$ cat config.mk
export PLATFORM = sky130hd
export DESIGN_NAME = scan_responder
export DESIGN_NICKNAME = d
export VERILOG_FILES = /design/src/rtl/scan_pkg.sv /design/src/rtl/tck_sync.sv /design/src/rtl/scan_responder.sv
export SDC_FILE = /design/constraint.sdc
export NUM_CORES = 1
export LEC_CHECK = 0
export ABC_AREA = 1
export CAP_MARGIN = 20
export CORE_MARGIN = 2
export CORE_UTILIZATION = 55
export CTS_BUF_LIST = sky130_fd_sc_hd__clkbuf_2 sky130_fd_sc_hd__clkbuf_4 sky130_fd_sc_hd__clkbuf_8
export DETAILED_ROUTE_END_ITERATION = 10
export GPL_TIMING_DRIVEN = 0
export PLACE_DENSITY = 0.8
export SYNTH_ARGS = -nofsm -noshare
export SYNTH_HDL_FRONTEND = slang
export SYNTH_SLANG_ARGS = --single-unit
$ cat constraint.sdc
create_clock -name clk -period 1.8 [get_ports clk]
set_input_delay 0.36 -clock clk [delete_from_list [all_inputs] [get_ports clk]]
set_output_delay 0.36 -clock clk [all_outputs]
set_load 0.01 [all_outputs]
$ cat src/rtl/scan_pkg.sv
`default_nettype none
// ============================================================================
// Module      : scan_pkg
// Description : Shared TAP state encoding, IR constants and TAP next-state.
// Revision    : 1.0 - initial release
// ============================================================================
package scan_pkg;

  // Standard 1149.1 state encoding
  typedef enum logic [3:0] {
    EXIT2_DR   = 4'h0,
    EXIT1_DR   = 4'h1,
    SHIFT_DR   = 4'h2,
    PAUSE_DR   = 4'h3,
    SELECT_IR  = 4'h4,
    UPDATE_DR  = 4'h5,
    CAPTURE_DR = 4'h6,
    SELECT_DR  = 4'h7,
    EXIT2_IR   = 4'h8,
    EXIT1_IR   = 4'h9,
    SHIFT_IR   = 4'hA,
    PAUSE_IR   = 4'hB,
    RTI        = 4'hC,
    UPDATE_IR  = 4'hD,
    CAPTURE_IR = 4'hE,
    TLR        = 4'hF
  } tap_state_t;

  localparam logic [7:0] IR_CAPTURE = 8'h01;
  localparam logic [7:0] IR_RESET   = 8'hFF;

  function automatic tap_state_t tap_next(input tap_state_t s, input logic tms);
    tap_state_t n;
    case (s)
      TLR:        n = tms ? TLR        : RTI;
      RTI:        n = tms ? SELECT_DR  : RTI;
      SELECT_DR:  n = tms ? SELECT_IR  : CAPTURE_DR;
      CAPTURE_DR: n = tms ? EXIT1_DR   : SHIFT_DR;
      SHIFT_DR:   n = tms ? EXIT1_DR   : SHIFT_DR;
      EXIT1_DR:   n = tms ? UPDATE_DR  : PAUSE_DR;
      PAUSE_DR:   n = tms ? EXIT2_DR   : PAUSE_DR;
      EXIT2_DR:   n = tms ? UPDATE_DR  : SHIFT_DR;
      UPDATE_DR:  n = tms ? SELECT_DR  : RTI;
      SELECT_IR:  n = tms ? TLR        : CAPTURE_IR;
      CAPTURE_IR: n = tms ? EXIT1_IR   : SHIFT_IR;
      SHIFT_IR:   n = tms ? EXIT1_IR   : SHIFT_IR;
      EXIT1_IR:   n = tms ? UPDATE_IR  : PAUSE_IR;
      PAUSE_IR:   n = tms ? EXIT2_IR   : PAUSE_IR;
      EXIT2_IR:   n = tms ? UPDATE_IR  : SHIFT_IR;
      UPDATE_IR:  n = tms ? SELECT_DR  : RTI;
      default:    n = TLR;
    endcase
    return n;
  endfunction

endpackage
`default_nettype wire

$ cat src/rtl/tck_sync.sv
`default_nettype none
// ============================================================================
// Module      : tck_sync
// Description : Multi-flop synchronizer plus one delay register and edge flags.
// Revision    : 1.0 - initial release
// ============================================================================
module tck_sync #(
  parameter int   SYNC_STAGES = 2,
  parameter logic RESET_VAL   = 1'b0
) (
  input  logic clk,
  input  logic reset,
  input  logic i_d,
  output logic o_s,
  output logic o_d,
  output logic o_rise,
  output logic o_fall
);

  logic [SYNC_STAGES-1:0] sync_q, sync_d;
  logic                   dly_q, dly_d;

  always_comb begin
    sync_d = {sync_q[SYNC_STAGES-2:0], i_d};
    dly_d  = sync_q[SYNC_STAGES-1];
  end

  always_ff @(posedge clk or posedge reset) begin
    if (reset) begin
      sync_q <= {SYNC_STAGES{RESET_VAL}};
      dly_q  <= RESET_VAL;
    end else begin
      sync_q <= sync_d;
      dly_q  <= dly_d;
    end
  end

  assign o_s    = sync_q[SYNC_STAGES-1];
  assign o_d    = dly_q;
  assign o_rise = o_s & ~o_d;
  assign o_fall = ~o_s & o_d;

endmodule
`default_nettype wire

$ cat src/rtl/scan_responder.sv
`default_nettype none
// ============================================================================
// Module      : scan_responder
// Description : Oversampled TAP responder slot: IR/DR exchange or 1-bit bypass.
// Revision    : 1.0 - initial release
// ============================================================================
module scan_responder
  import scan_pkg::*;
#(
  parameter int IO_WIDTH    = 8,
  parameter int ADDR_WIDTH  = 8,
  parameter int SYNC_STAGES = 2
) (
  input  logic                  clk,
  input  logic                  reset,
  input  logic                  i_tck,
  input  logic                  i_tms,
  input  logic                  i_tdi,
  input  logic [ADDR_WIDTH-1:0] address,
  input  logic [IO_WIDTH-1:0]   inbound,
  output logic [IO_WIDTH-1:0]   outbound,
  output logic                  o_tck,
  output logic                  o_tms,
  output logic                  o_tdo
);

  logic tck_s, tck_d, tck_rise, tck_fall;
  logic tms_s, tms_d, tms_rise_unused, tms_fall_unused;
  logic tdi_s, tdi_d_unused, tdi_rise_unused, tdi_fall_unused;

  tck_sync #(.SYNC_STAGES(SYNC_STAGES), .RESET_VAL(1'b0)) u_tck_sync (
    .clk(clk), .reset(reset), .i_d(i_tck),
    .o_s(tck_s), .o_d(tck_d), .o_rise(tck_rise), .o_fall(tck_fall)
  );

  // TMS idles high so the TAP sits in TLR while nothing is driven
  tck_sync #(.SYNC_STAGES(SYNC_STAGES), .RESET_VAL(1'b1)) u_tms_sync (
    .clk(clk), .reset(reset), .i_d(i_tms),
    .o_s(tms_s), .o_d(tms_d), .o_rise(tms_rise_unused), .o_fall(tms_fall_unused)
  );

  tck_sync #(.SYNC_STAGES(SYNC_STAGES), .RESET_VAL(1'b0)) u_tdi_sync (
    .clk(clk), .reset(reset), .i_d(i_tdi),
    .o_s(tdi_s), .o_d(tdi_d_unused), .o_rise(tdi_rise_unused), .o_fall(tdi_fall_unused)
  );

  tap_state_t            state_q, state_d;
  logic [ADDR_WIDTH-1:0] ir_sr_q, ir_sr_d;
  logic [ADDR_WIDTH-1:0] ir_q, ir_d;
  logic [IO_WIDTH-1:0]   dr_q, dr_d;
  logic                  bypass_q, bypass_d;
  logic [IO_WIDTH-1:0]   outbound_q, outbound_d;
  logic                  tdo_q, tdo_d;
  logic                  selected;

  assign selected = (ir_q == address);

  always_comb begin
    state_d    = state_q;
    ir_sr_d    = ir_sr_q;
    ir_d       = ir_q;
    dr_d       = dr_q;
    bypass_d   = bypass_q;
    outbound_d = outbound_q;
    tdo_d      = tdo_q;

    if (tck_rise) begin
      case (state_q)
        CAPTURE_IR: ir_sr_d = ADDR_WIDTH'(IR_CAPTURE);
        SHIFT_IR:   ir_sr_d = {tdi_s, ir_sr_q[ADDR_WIDTH-1:1]};
        CAPTURE_DR: begin
          if (selected) dr_d = inbound;
          else          bypass_d = 1'b0;
        end
        SHIFT_DR: begin
          if (selected) dr_d = {tdi_s, dr_q[IO_WIDTH-1:1]};
          else          bypass_d = tdi_s;
        end
        default: ;
      endcase

      state_d = tap_next(state_q, tms_s);

      // Entry actions take effect on the same edge as the transition
      case (state_d)
        UPDATE_IR: ir_d = ir_sr_q;
        UPDATE_DR: if (selected) outbound_d = dr_q;
        TLR:       ir_d = ADDR_WIDTH'(IR_RESET);
        default: ;
      endcase
    end

    if (tck_fall) begin
      case (state_q)
        SHIFT_IR: tdo_d = ir_sr_q[0];
        SHIFT_DR: tdo_d = selected ? dr_q[0] : bypass_q;
        default: ;
      endcase
    end
  end

  always_ff @(posedge clk or posedge reset) begin
    if (reset) begin
      state_q    <= TLR;
      ir_sr_q    <= '0;
      ir_q       <= ADDR_WIDTH'(IR_RESET);
      dr_q       <= '0;
      bypass_q   <= 1'b0;
      outbound_q <= '0;
      tdo_q      <= 1'b0;
    end else begin
      state_q    <= state_d;
      ir_sr_q    <= ir_sr_d;
      ir_q       <= ir_d;
      dr_q       <= dr_d;
      bypass_q   <= bypass_d;
      outbound_q <= outbound_d;
      tdo_q      <= tdo_d;
    end
  end

  assign outbound = outbound_q;
  assign o_tck    = tck_d;
  assign o_tms    = tms_d;
  assign o_tdo    = tdo_q;

endmodule
`default_nettype wire
After elaboration in Yosys (flattened, before gate mapping)
Index checks and enable logic that the tools add are counted.
- eq/ne operators: 23
- multiplexer cells: 24
- bitwise logic cells: 4
- reduce and logical (&&, ||, !) cells: 14
- operator list (cell ; number):
    case mux 4 bit (12 select lines) ; 1
    case mux 8 bit (2 select lines) ; 3
    equality test 4 bit, second input constant ; 10
    equality test 4 x 3 -> 1 bit, second input constant ; 5
    2-to-1 mux 8 bit ; 2
    2-to-1 mux 2 bit ; 6
    2-to-1 mux 3 bit ; 4
    equality test 4 x 2 -> 1 bit, second input constant ; 2
    equality test 8 bit ; 1
    2-to-1 mux 4 bit ; 2
    inequality test 2 bit, second input constant ; 4
    AND reduction 4 bit ; 2
    nonzero test 2 bit ; 4
    AND reduction 2 bit ; 3
    equality test 4 x 1 -> 1 bit, second input constant ; 1
    logical NOT 4 bit ; 1
    2-to-1 mux 1 bit ; 4
    case mux 1 bit (2 select lines) ; 2
    OR reduction 2 bit ; 2
    AND reduction 3 bit ; 1
    OR reduction 3 bit ; 1
    bitwise AND 1 bit ; 2
    inverter 1 bit ; 2
- register bits after elaboration: 46
- input port bits: 21
- output and inout bits: 11
- logic and storage cells: 77

Longest topological paths before layout
- word-level depth: 7
- mapped depth: 11
- depth with buffers taken out: 10

By module
Synthesis repeated with hierarchy kept, for this count alone.
- cells, all modules: 282
- area, all modules: 2322.2 µm²
- by module, submodules not included (module ; instances ; cells an instance ; area each (µm²) ; sequential area each (µm²)):
    scan_responder ; 1 ; 258 ; 2037.0 ; 965.9
    tck_sync (u_tck_sync ...) ; 2 ; 8 ; 93.8 ; 75.1
    tck_sync (u_tms_sync) ; 1 ; 8 ; 97.6 ; 78.8

Worst setup path before layout
No wires, ideal clock.
- path type: register to register
- start: register state_q[2]
- end: register outbound_q[0] (netlist: outbound[0])
- library setup time: 0.117 ns
- data arrival time: 1.531 ns
- slack: 0.152 ns
- cell stages (with the launch flop): 11
- buffers on the path: 1
- period minus slack after synthesis: 1.648 ns
- path through: dfstp_2 > buf_4 > inv_2 > nor2_2 > nand3_2 > o21ai_2 > nand3_1 > nor2_4 > nand2_4 > nand2_1 > nand2_1
- cells in the longest elaborated chain, start to end: 6
- elaborated cells between the ends (all ways): 23
- ends and longest elaborated chain (element ; RTL line ; RTL):
    start, declared ; scan_responder.sv:47 ; tap_state_t state_q, state_d;
    start signal, assigned ; scan_responder.sv:112 ; state_q <= state_d;
    equality test 4 bit (tied with other cells) ; scan_pkg.sv:34 ; case (s)
    OR reduction 3 bit (no source line) / OR reduction 2 bit (equally long branches) ; -- ;
    case mux 4 bit (12 select lines) * ; scan_pkg.sv:34 ;
    2-to-1 mux 4 bit * ; scan_responder.sv:67 ; if (tck_rise) begin
    equality test 4 x 3 -> 1 bit * ; scan_responder.sv:85 ; case (state_d)
    AND reduction 3 bit (no source line) * ; -- ;
    end signal, assigned ; scan_responder.sv:117 ; outbound_q <= outbound_d;
    end, declared ; scan_responder.sv:52 ; logic [IO_WIDTH-1:0] outbound_q, outbound_d;
Mark *: on every way between the ends. The rest lies on a longest branch, timed or not. The select of a mux whose other input is x is not followed.
A chain may end at the register's enable or synchronous reset.

Worst setup path in the final report
- start: register ir_q[6]
- end: register dr_q[0]
- cells in the longest elaborated chain, start to end: 3
- elaborated cells between the ends (all ways): 4
- ends and longest elaborated chain (element ; RTL line ; RTL):
    start, declared ; scan_responder.sv:49 ; logic [ADDR_WIDTH-1:0] ir_q, ir_d;
    start signal, assigned ; scan_responder.sv:106 ; ir_q <= ADDR_WIDTH'(IR_RESET);
    start signal, assigned ; scan_responder.sv:114 ; ir_q <= ir_d;
    equality test 8 bit * ; scan_responder.sv:56 ; assign selected = (ir_q == address);
    inequality test 2 bit (no source line) ; -- ;
    AND reduction 4 bit (no source line) * ; -- ;
    end signal, assigned ; scan_responder.sv:115 ; dr_q <= dr_d;
    end, declared ; scan_responder.sv:50 ; logic [IO_WIDTH-1:0] dr_q, dr_d;
Mark *: on every way between the ends. The rest lies on a longest branch, timed or not.

==> results_dict.tcl <==
set metrics [dict create \
    fin_util 0.732 \
    drv_slew 0 \
    async_reset_ff_frac 1.00 \
    internal_power_mw 2.14 \
    die_area_um2 4660 \
    cts_root_buf "clkbuf_8" \
    fin_skew_ns 0.0119 \
    arrival_ns 1.96 \
    yosysSeqAreaShare 0.515 \
    drt_iter0_drc 144 \
    start_util 0.567 \
    worstPathMaxFanout 10 \
    min_period_ns 1.77 \
    clkLatencyLatePin_ns 0.31 \
    power_leakage_nw 1.41 \
    grt_pass1_vias 1591 \
    grt-ovfl-total 0 \
    maxCapViolations 0 \
    grt_pass1_wl_um 7040 \
    p_comb_frac 0.380 \
    syn_inst 271 \
    io_pins 32 \
    cts_tree "done" \
    rows 23 \
    start_kind "register" \
    wl_um 4790 \
    synth_top_flop_cell "dfrtp_1" \
    finalSetupViolCount 0 \
    area_growth_pct 29.1 \
    hpwl_um 3130 \
    fill_cells 309 \
    critPathRequiredTime_ns 1.99 \
    clock_sinks 46 \
    synthTopCellsByArea "dfrtp_1, dfstp_2, nand2_1" \
    synth_cell_type_count 27 \
    rsz0062_at_grt "yes" \
    clk_pin_slew_worst_paths_ns 0.09 \
    drc 0 \
    p_switching_mw 1.28 \
    vias 1889 \
    synth_area_leader_cell "dfrtp_1" \
    ys_ff_latch 46 \
    wl_per_cell_um 12.9 \
    cts.path.max_buffers 2 \
    multi_input_area_um2 990 \
    grt_max_degree 46 \
    cts_buffers 5 \
    ir_drop_mv 0.775 \
    place.gp.congestion 0.892 \
    ff_latch_area_um2 1170 \
    p_sw_frac 0.374 \
    cts_hold_buf 0 \
    chipHeight_um 68.2 \
    clock.fmax_ghz 0.566 \
    grt_antenna_before_repair 0 \
    ant_nets 0 \
    p_clk_frac 0.186 \
    powerDensity_nw_per_um2 1170 \
    die_x_um 68.2 \
    relSlewSlack 0.746 \
    io_buffers 31 \
    syn_avg_cell_area_um2 8.38 \
    ys_top_cells_by_count "nand2_1, inv_1, dfrtp_1" \
    first_pass_iters 4 \
    netlist_area_um2 2270 \
    final_layout_size_suffix_gt1_frac 0.227 \
    insertedDiodeCount 0 \
    vias_per_cell 5.08 \
    core_um2 4000 \
    hp-class "in2async" \
    cp-end-kind "register" \
    p_seq_frac 0.434 \
    worst_slew_pin_slew_ns 0.378 \
    layout.nets 342 \
    syn_nets 292 \
    synth_warnings 0 \
    synth_top_area_frac 0.342 \
    status "finished, final reports clean" \
    final_hold_viol_count 0 \
    fin_crit_sh 0.981 \
    yosysMostFrequentCell "nand2_1" \
    fin_tns_setup_ns 0 \
    synth_edf_count 0 \
    htree_levels 2 \
    grt_use_total 0.207 \
    crit_type "reg2reg" \
]
==> cells in the final DEF, fill, tap and decap left out, types with 2 or more instances in the layout <==
cell,n
nand2_1,93
dfrtp_1,31
clkdlybuf4s50_1,31
inv_1,30
dfstp_2,15
nand3_1,14
inv_2,10
buf_4,10
o21ai_0,9
nor2_1,8
nor2_4,8
nand4_1,8
o21ai_1,7
mux2i_1,7
o22ai_1,6
clkbuf_8,5
nand3_2,4
nor2_2,3
nand2_4,3
xnor2_1,3
nand2_2,2
buf_12,2
==> power by group through the flow <==
stage | Sequential [mW] | Combinational (mW) | Clock, mW
after CTS | 1.46 | 1.11 | 0.648
after floorplan | 1.44 | 0.857 | 0
after global placement | 1.47 | 1.07 | 0
after detailed placement | 1.47 | 1.10 | 0
after global routing | 1.52 | 1.43 | 0.694
final | 1.48 | 1.30 | 0.634
==> per-layer routing <==
| metal | vias to the layer above | wire length (um) | GRT usage |
|---|---|---|---|
| met3 | 10 | 241 | 0.0526 |
| met2 | 48 | 2270 | 0.303 |
| met4 | 0 | 106 | 0.0825 |
| li1 | 962 | - | - |
| met1 | 869 | 2170 | 0.292 |
| met5 | - | 0 | 0 |
==> critical path, cell delays in order (launching register included) <==
cell and delay, ns:
dfstp_2 0.55, xnor2_1 0.13, nand2_1 0.12, nor2_4 0.16
nand2_1 0.14, nor2_4 0.14, inv_2 0.07, buf_2 0.18
nand2_1 0.07, o21ai_1 0.08
==> state kept, by name, summed over array words and instances, names as in the netlist <==
signal             cells
o_tdo                  1
outbound               8
u_tms_sync.o_d         1
u_tdi_sync.sync_q      2
u_tms_sync.sync_q      2
ir_sr_q                8
bypass_q               1
u_tck_sync.o_d         1
state_q                4
u_tck_sync.sync_q      2
dr_q                   8
ir_q                   8
==> worst paths after layout <==
| kind | end | cells past startpoint | start | slack, ns |
|---|---|---|---|---|
| hold reg to reg | u_tck_sync.sync_q[1] | 0 | u_tck_sync.sync_q[0] | 0.36 |
| setup / recovery | dr_q[0] | 9 | ir_q[6] | 0.03 |
| setup reg to reg | dr_q[0] | 9 | ir_q[6] | 0.03 |
| min in group clk | u_tck_sync.sync_q[1] | 0 | u_tck_sync.sync_q[0] | 0.36 |
| max in group asynchronous | state_q[0] | 3 | reset | 1.10 |
| hold / removal | outbound[3] | 2 | reset | 0.21 |
==> stage by stage <==
| stage | instances | instance area [um^2] | hold slack, ns | power [mW] | setup WS [ns] |
|---|---|---|---|---|---|
| after floorplan | 271 | 2270 | 0.331 | 2.29 | 0.152 |
| after global placement | 352 | 2640 | 0.334 | 2.53 | -0.474 |
| after detailed placement | 353 | 2660 | 0.340 | 2.57 | -0.301 |
| after CTS | 363 | 2770 | 0.218 | 3.21 | -0.00448 |
| after global routing | 372 | 2930 | 0.227 | 3.64 | -0.121 |
| final | 372 | 2930 | 0.214 | 3.42 | 0.0348 |
==> cell families (layout without fill, tap and decap cells) <==
group,Yosys count,after routing,share of synthesized area
and+or+nand+nor,145,145,0.293
DFF,46,46,0.515
buffers and inverters,43,94,0.0766
AOI/OAI and AO/OA,27,27,0.0722
muxes,7,7,0.0309
xor gates and xnor gates,3,3,0.0116
==> timing repair <==
item                       CTS  global route
hold endpoints to repair     0             0
resized for setup            1            15
gates cloned                 0             1
setup endpoints to repair   16            23
pin swaps                    1             6
setup buffers                2             9
==> cell type report <==
type	instances	share of cell area
sequential	46	0.399
multi-input combinational	182	0.338
timing repair buffer	44	0.154
inverter	40	0.0513
clock buffer	6	0.0261
tap	50	0.0214
buffer	2	0.00555
clock inverter	2	0.00470
Power figures use the tool's default switching activity.
==> variant, RTL diff (same flow settings) <==
Register the outputs `o_tck` and `o_tms`, with the module's reset; this adds one clock of latency there. The other outputs are not delayed to match.
--- a/src/rtl/scan_responder.sv
+++ b/src/rtl/scan_responder.sv
@@ -120,8 +120,15 @@
   end
 
   assign outbound = outbound_q;
-  assign o_tck    = tck_d;
-  assign o_tms    = tms_d;
+  always_ff @(posedge clk or posedge reset) begin
+    if (reset) begin
+      o_tck <= '0;
+      o_tms <= '0;
+    end else begin
+      o_tck <= tck_d;
+      o_tms <= tms_d;
+    end
+  end
   assign o_tdo    = tdo_q;
 
 endmodule
Formal check against the unedited RTL: not equivalent (Yosys sat finds a counterexample within 4 cycles, from zero or initial values and one cycle with reset high).
==> variant against the unedited design <==
- area after synthesis rose by 3.3%
- power rose by 3.7%
- sequential cell count rose by 2
- via count fell by 0.53%
- routed wire length fell by 2.3%
- utilization fell by 0.67 points
- design area rose by 0.51%
- worst setup slack improved by 0.042 ns
- non-clock buffer count fell by 7
==> variant: results (changes against the unedited design) <==
outcome=completed; first-pass GRT wire length=7780 um (+10%); filler cell count=306 (-0.97%); GRT met2 Usage=0.301 (-0.00212); largest fanout on the critical path=8 (-2); dpl cells=355 (+0.57%); area post-placement=2740 sq um (+2.8%); worst hold path type=register to register; post-route cell area=2940 sq um (+0.51%); final WL=4680 um (-2.3%); Synth area leaders=dfrtp_1 (35%), dfstp_2 (17%), nand2_1 (14%); Critical Path AT=1.91 ns (-0.05 ns); logic gate share of total power=0.345 (-0.035); met1 Track Usage GR=0.293 (+0.00112); WL per Instance=12.7 um (-0.92%); share of layout cells above drive strength 1=0.189 (-0.0374); Mapped Nets=294 (+0.68%); worst skew pair latency=0.29 ns (-0.02 ns); gp weighted congestion=0.922 (+3.3%); Mapped Cells=273 (+0.74%); most frequent cells after synthesis=nand2_1 (90), inv_1 (37), dfrtp_1 (33), dfstp_2 (15); GRT met3 Usage=0.0465 (-0.00612); Final nets=337 (-1.5%); Leakage=1.48 nW (+4.9%); vias in the first global route=1641 (+3.1%); Cell variety after synth=29 (+7.4%); Power Total=0.00354 W (+3.7%); largest net degree at the start of global routing=28 (-39%); Clock Skew=0.00356 ns (-0.00833 ns); vias after detailed routing=1879 (-0.53%); Net Sw Frac=0.345 (-0.0287); global router's overall resource usage=0.203 (-0.00324); Post-Place Worst Slack=-0.300 ns (+0.000879 ns)
-- variant: critical path, cell delays in order, from the launching register on --
cell,delay (ns)
dfstp_2,0.52
buf_4,0.15
nand2_2,0.09
inv_4,0.09
nand3_2,0.10
o21ai_4,0.12
nand3_4,0.12
nor2_8,0.18
nand2_4,0.10
nand2_1,0.09
nand2_1,0.06
-- variant: kinds of logic after synthesis --
| family | Yosys count | synth area share |
|---|---|---|
| AO/OA/AOI/OAI | 28 | 0.0672 |
| XOR/XNOR | 3 | 0.0112 |
| buffers and inverters | 45 | 0.0758 |
| flip-flops | 48 | 0.520 |
| multiplexers | 6 | 0.0256 |
| AND/OR/NAND/NOR | 143 | 0.300 |
-- variant: worst paths after layout --
path	startpoint	endpoint	slack [ns]	cells past startpoint
setup / recovery	state_q[2]$_DFFE_PP1P_	outbound[1]$_DFFE_PP0P_	0.08	10
hold reg to reg	u_tdi_sync.sync_q[0]$_DFF_PP0_	u_tdi_sync.sync_q[1]$_DFF_PP0_	0.35	0
max in group asynchronous	reset	u_tms_sync.o_d$_DFF_PP1_	0.84	3
min in group asynchronous	reset	dr_q[4]$_DFFE_PP0P_	0.39	2
setup reg to reg	state_q[2]$_DFFE_PP1P_	outbound[1]$_DFFE_PP0P_	0.08	10
hold / removal	u_tdi_sync.sync_q[0]$_DFF_PP0_	u_tdi_sync.sync_q[1]$_DFF_PP0_	0.35	0
-- variant: metal layers --
layer,share of wire,up-vias
li1,-,949
met1,0.47,878
met2,0.46,44
met3,0.046,8
met4,0.019,0
met5,0,-
-- variant: final cells by class --
cell class                 count  area share
buffer                         2     0.00425
clock buffer                   7      0.0327
clock inverter                 1      0.0102
inverter                      42      0.0561
multi-input combinational    180       0.332
sequential                    48       0.414
tap                           50      0.0212
timing repair buffer          37       0.129
